`src/rtl/approx_add_err_monitor.sv`:
```
// Error-statistics monitor for the approximate adder.
// Recomputes a+b, accumulates error distance over a sample window.
module approx_add_err_monitor #(
  parameter int WIDTH = 32,
  parameter int CNT_W = 32,
  parameter int ACC_W = 48
) (
  input  logic             clk,
  input  logic             rst_n,
  input  logic             start,
  input  logic [CNT_W-1:0] win_len,
  input  logic             in_valid,
  output logic             in_ready,
  input  logic [WIDTH-1:0] in_a,
  input  logic [WIDTH-1:0] in_b,
  input  logic [WIDTH:0]   in_y,
  output logic             busy,
  output logic             done,
  output logic [CNT_W-1:0] sample_cnt,
  output logic [CNT_W-1:0] err_cnt,
  output logic [WIDTH:0]   max_ed,
  output logic [ACC_W-1:0] sum_ed
);

  typedef enum logic [1:0] {
    IDLE,
    RUN,
    DRAIN,
    DONE
  } state_t;

  state_t state, state_nx;

  logic [CNT_W-1:0] remaining;
  logic             s1_v;
  logic [WIDTH-1:0] s1_a, s1_b;
  logic [WIDTH:0]   s1_y;
  logic             s2_v, s2_nz;
  logic [WIDTH:0]   s2_ed;
  logic             hs, clr;
  logic [WIDTH:0]   exact, ed;
  logic [ACC_W:0]   sum_ext;

  assign hs  = in_valid && in_ready;
  assign clr = start && (state == IDLE || state == DONE);

  always_ff @(posedge clk or negedge rst_n) begin
    if (!rst_n) state <= IDLE;
    else        state <= state_nx;
  end

  always_comb begin
    state_nx = state;
    unique case (state)
      IDLE, DONE:
        if (start) state_nx = (win_len != '0) ? RUN : DONE;
      RUN:
        if (hs && remaining == CNT_W'(1)) state_nx = DRAIN;
      DRAIN:
        if (!s1_v && s2_v) state_nx = DONE;
      default: state_nx = IDLE;
    endcase
  end

  always_comb begin
    in_ready = 1'b0;
    busy     = 1'b0;
    done     = 1'b0;
    unique case (1'b1)
      (state == RUN):   begin in_ready = 1'b1; busy = 1'b1; end
      (state == DRAIN): busy = 1'b1;
      (state == DONE):  done = 1'b1;
      default: ;
    endcase
  end

  assign exact = {1'b0, s1_a} + {1'b0, s1_b};
  assign ed    = (exact >= s1_y) ? exact - s1_y : s1_y - exact;
  assign sum_ext = {1'b0, sum_ed}
                 + {{(ACC_W - WIDTH){1'b0}}, s2_ed};

  always_ff @(posedge clk or negedge rst_n) begin
    if (!rst_n) begin
      remaining <= '0;
      s1_v      <= 1'b0;
      s1_a      <= '0;
      s1_b      <= '0;
      s1_y      <= '0;
      s2_v      <= 1'b0;
      s2_nz     <= 1'b0;
      s2_ed     <= '0;
    end else begin
      if (clr)     remaining <= win_len;
      else if (hs) remaining <= remaining - CNT_W'(1);
      s1_v <= hs;
      if (hs) begin
        s1_a <= in_a;
        s1_b <= in_b;
        s1_y <= in_y;
      end
      s2_v <= s1_v;
      if (s1_v) begin
        s2_ed <= ed;
        s2_nz <= (ed != '0);
      end
    end
  end

  // Stage 3: statistics; a start clears them on the same edge
  always_ff @(posedge clk or negedge rst_n) begin
    if (!rst_n) begin
      sample_cnt <= '0;
      err_cnt    <= '0;
      max_ed     <= '0;
      sum_ed     <= '0;
    end else if (clr) begin
      sample_cnt <= '0;
      err_cnt    <= '0;
      max_ed     <= '0;
      sum_ed     <= '0;
    end else begin
      if (hs) sample_cnt <= sample_cnt + CNT_W'(1);
      if (s2_v) begin
        err_cnt <= err_cnt + CNT_W'(s2_nz);
        if (s2_ed > max_ed) max_ed <= s2_ed;
        sum_ed <= sum_ext[ACC_W] ? '1 : sum_ext[ACC_W-1:0];
      end
    end
  end

endmodule

```
`config.mk`:
```
export PLATFORM = sky130hd
export DESIGN_NAME = approx_add_err_monitor
export DESIGN_NICKNAME = d
export VERILOG_FILES = /design/src/rtl/approx_add_err_monitor.sv
export SDC_FILE = /design/constraint.sdc
export NUM_CORES = 1
export LEC_CHECK = 0
export CORE_ASPECT_RATIO = 1.1
export CORE_MARGIN = 2
export CORE_UTILIZATION = 55
export DETAILED_ROUTE_END_ITERATION = 16
export DONT_BUFFER_PORTS = 1
export GPL_TIMING_DRIVEN = 1
export PLACE_DENSITY = 0.7
export SLEW_MARGIN = 20
export SYNTH_ARGS = -nofsm -noshare
export SYNTH_HDL_FRONTEND = slang
export SYNTH_SLANG_ARGS = --single-unit
```
`constraint.sdc`:
```
create_clock -name clk -period 6.7 [get_ports clk]
set_input_delay 1.675 -clock clk [delete_from_list [all_inputs] [get_ports clk]]
set_output_delay 1.675 -clock clk [all_outputs]
set_load 0.1 [all_outputs]
```
==> impl_metrics.toml <==
[floorplan]
ios = 281
fp-row-count = 75
fp.dieW_microns = 191
start_util_pct = 55.5
dieHeight_microns = 209
dieArea_sq_um = 40000
placeableCoreArea_sq_um = 38000

[placement]
portBuffers = 0
place.gp.congestion = 0.972
place_hpwl_mm = 42.1

[sta]
maxSlewHeadroom_pct = 28.2
tns_ns = 0
setup_viol = 0
drv_slew = 0
fin_crit_sh_pct = 95.0
layout_min_cycle_time_ns = 6.37
fmax_mhz = 157
worst-slew-pin-transition_ns = 1.08
hold_violations = 0
worst_clock_skew_ns = 0.0243

[critical_path]
crit_buf_inv = 5
slowest_delay_ns = 0.39
cp-end-kind = "flop"
crit_top_cell = "buf_4"
critPathLaunch = "s1_a[0]"
start_kind = "flop"
path_class = "reg2reg"
cp_slowest_cell = "a311o_1"
critical_path.top_delay_family = "compound AO/OA/AOI/OAI gates"
critPathMaxFanout = 5
arrival_ns = 6.79
worst_ep_required_time_ns = 7.12
r2r_start = "s1_a[0]"

[grt]
grt_pass1_vias = 17880
grt_util_all_layers_pct = 28.1
grt_start_max_net_pins = 313
grt_pass1_wl_mm = 91.6
grt_antenna_before_repair = 0
overflow = 0

[detailed_routing]
drc = 0
ant_nets = 0
routed_via_density = 6.04
first_pass_iters = 5
finalWirelength_mm = 57.0
drtIter0Drc = 1120
vias = 18049
avgRoutedWirePerCell_microns = 19.1

[final_layout]
area_growth_pct = 8.93
nets = 2778
diodes = 0
drive_gt1_share_pct = 7.24

[worst_hold_path]
worstHoldStart = "s1_b[27]"
min_path_type = "reg2reg"

[clocking]
cts_tree = "built"
cts_buffers = 35
root_buffer = "clkbuf_16"
postCtsHoldBufs = 0
clock-sinks = 312
htree_levels = 2
clk_latency_ns = 0.56
clk_pin_slew_ns = 0.06
clock_path_buffers = 3

[synthesis]
async_reset_ff_share_pct = 100
synthCells = 2486
ys_seq_area_share_pct = 37.0
syn_avg_cell_area_sq_um = 8.49
syn_nets = 2795
synth_edf_count = 0
ys_warn_count = 0
synth-seq-cells = 312
yosys_most_used_dff = "dfrtp_1"
synth_cell_types = 88
synth_area_sq_um = 21100

[run]
maxCapViolations = 0

[run_status]
status = "completed"
per-stage QoR:
stage                     cells  hold slack (ns)  instance area, sq um  utilization, %  setup slack [ns]
after CTS                  2979            0.481                 22800            59.9            0.0174
after global routing       2986            0.502                 23000            60.5           -0.0574
after global placement     2924            0.465                 21700            57.0            0.0183
after floorplan            2486            0.392                 21100               -             0.702
after detailed placement   2924            0.467                 21700            57.0           -0.0833
final                      2986            0.475                 23000            60.5             0.333
timing repair:
item | in CTS | in global routing
setup buffers | 1 | 6
resized for setup | 5 | 27
pin swaps | 2 | 17
endpoints found under the setup margin | 1 | 1
gates cloned | 0 | 1
cell usage after synthesis, types with 18 or more instances:
master | number | share of area [%]
o21bai_1 | 18 | 0.64
ha_1 | 172 | 10
mux2i_1 | 21 | 1.0
nor3_1 | 25 | 0.59
nor2_1 | 175 | 3.1
a211oi_1 | 20 | 0.71
xor2_1 | 85 | 3.5
nand3_1 | 72 | 1.7
or3_1 | 25 | 0.74
xnor2_1 | 77 | 3.2
and2_1 | 19 | 0.56
a21oi_1 | 204 | 4.8
dfrtp_1 | 312 | 37
o21a_1 | 34 | 1.2
inv_1 | 144 | 2.6
nand4_1 | 43 | 1.3
nand2b_1 | 24 | 0.71
nand2_1 | 356 | 6.3
o21ai_0 | 222 | 5.3
and3_1 | 27 | 0.80
a21o_1 | 56 | 2.0
clkbuf_1 | 81 | 1.4
a31oi_1 | 40 | 1.2
layout make-up:
cell class / count / area, sq um
inverters: 144 / 543
fillers: 3390 / 15000
repair buffers: 59 / 480
flip-flops and latches: 312 / 7810
well taps: 500 / 626
multi-input cells: 1917 / 12500
clock buffers: 48 / 995
clock inverters: 6 / 77.6
final timing paths:
kind                                 end  slack, ns  depth (start not counted)
setup / recovery                   s2_nz       0.33                         30
hold / removal                  s1_b[27]       0.47                          2
setup reg to reg                   s2_nz       0.33                         30
hold reg to reg                 s1_b[27]       0.47                          2
max in group asynchronous       s1_a[28]       5.36                          0
min in group asynchronous  remaining[26]       0.82                          0
cell families after synthesis:
| logic type | count (synthesis) | share of synthesized area [%] |
|---|---|---|
| multiplexers | 29 | 1.48 |
| AND/OR/NAND/NOR | 852 | 19.2 |
| AO/OA/AOI/OAI | 698 | 20.2 |
| adder cells (fa/ha/maj) | 176 | 10.6 |
| flip-flops | 312 | 37.0 |
| buffers and inverters | 257 | 4.88 |
| XOR/XNOR | 162 | 6.72 |
worst min-delay path, stage by stage (launching register included):
cell	delay (ns)
dfrtp_1	0.34
nand2_1	0.05
nand2_1	0.05
cell usage in the layout (no fill, tap or decap), types with 16 or more instances in the layout:
cell type,count
o21ai_0,218
clkbuf_16,36
nand2b_1,24
o21bai_1,18
xor2_1,82
a211oi_1,18
and2_1,19
a21o_1,56
nand2_1,355
and3_1,27
and4_1,16
a31oi_1,39
nor2b_1,17
dfrtp_1,311
nand4_1,43
o21a_1,33
nor2_1,173
ha_1,171
xnor2_1,76
nand3_1,72
or3_1,24
mux2i_1,19
a21oi_1,200
nor3_1,24
inv_1,143
buf_4,55
layer usage:
metal	vias up	track usage, %	wire length, microns
li1	8688	-	-
met1	8720	36.2	24500
met2	520	47.2	27100
met3	121	5.40	3400
met4	0	9.54	2000
met5	-	0	0
registers in the layout, summed over array words and instances (netlist names):
register,flops
err_cnt,32
max_ed,33
remaining,32
s1_a,32
s1_b,32
s1_v,1
s1_y,33
s2_ed,33
s2_nz,1
s2_v,1
sample_cnt,32
state,2
sum_ed,48
Power is not shown: default switching activity piles up to over one toggle a cycle in this logic, so the estimate is an artifact.
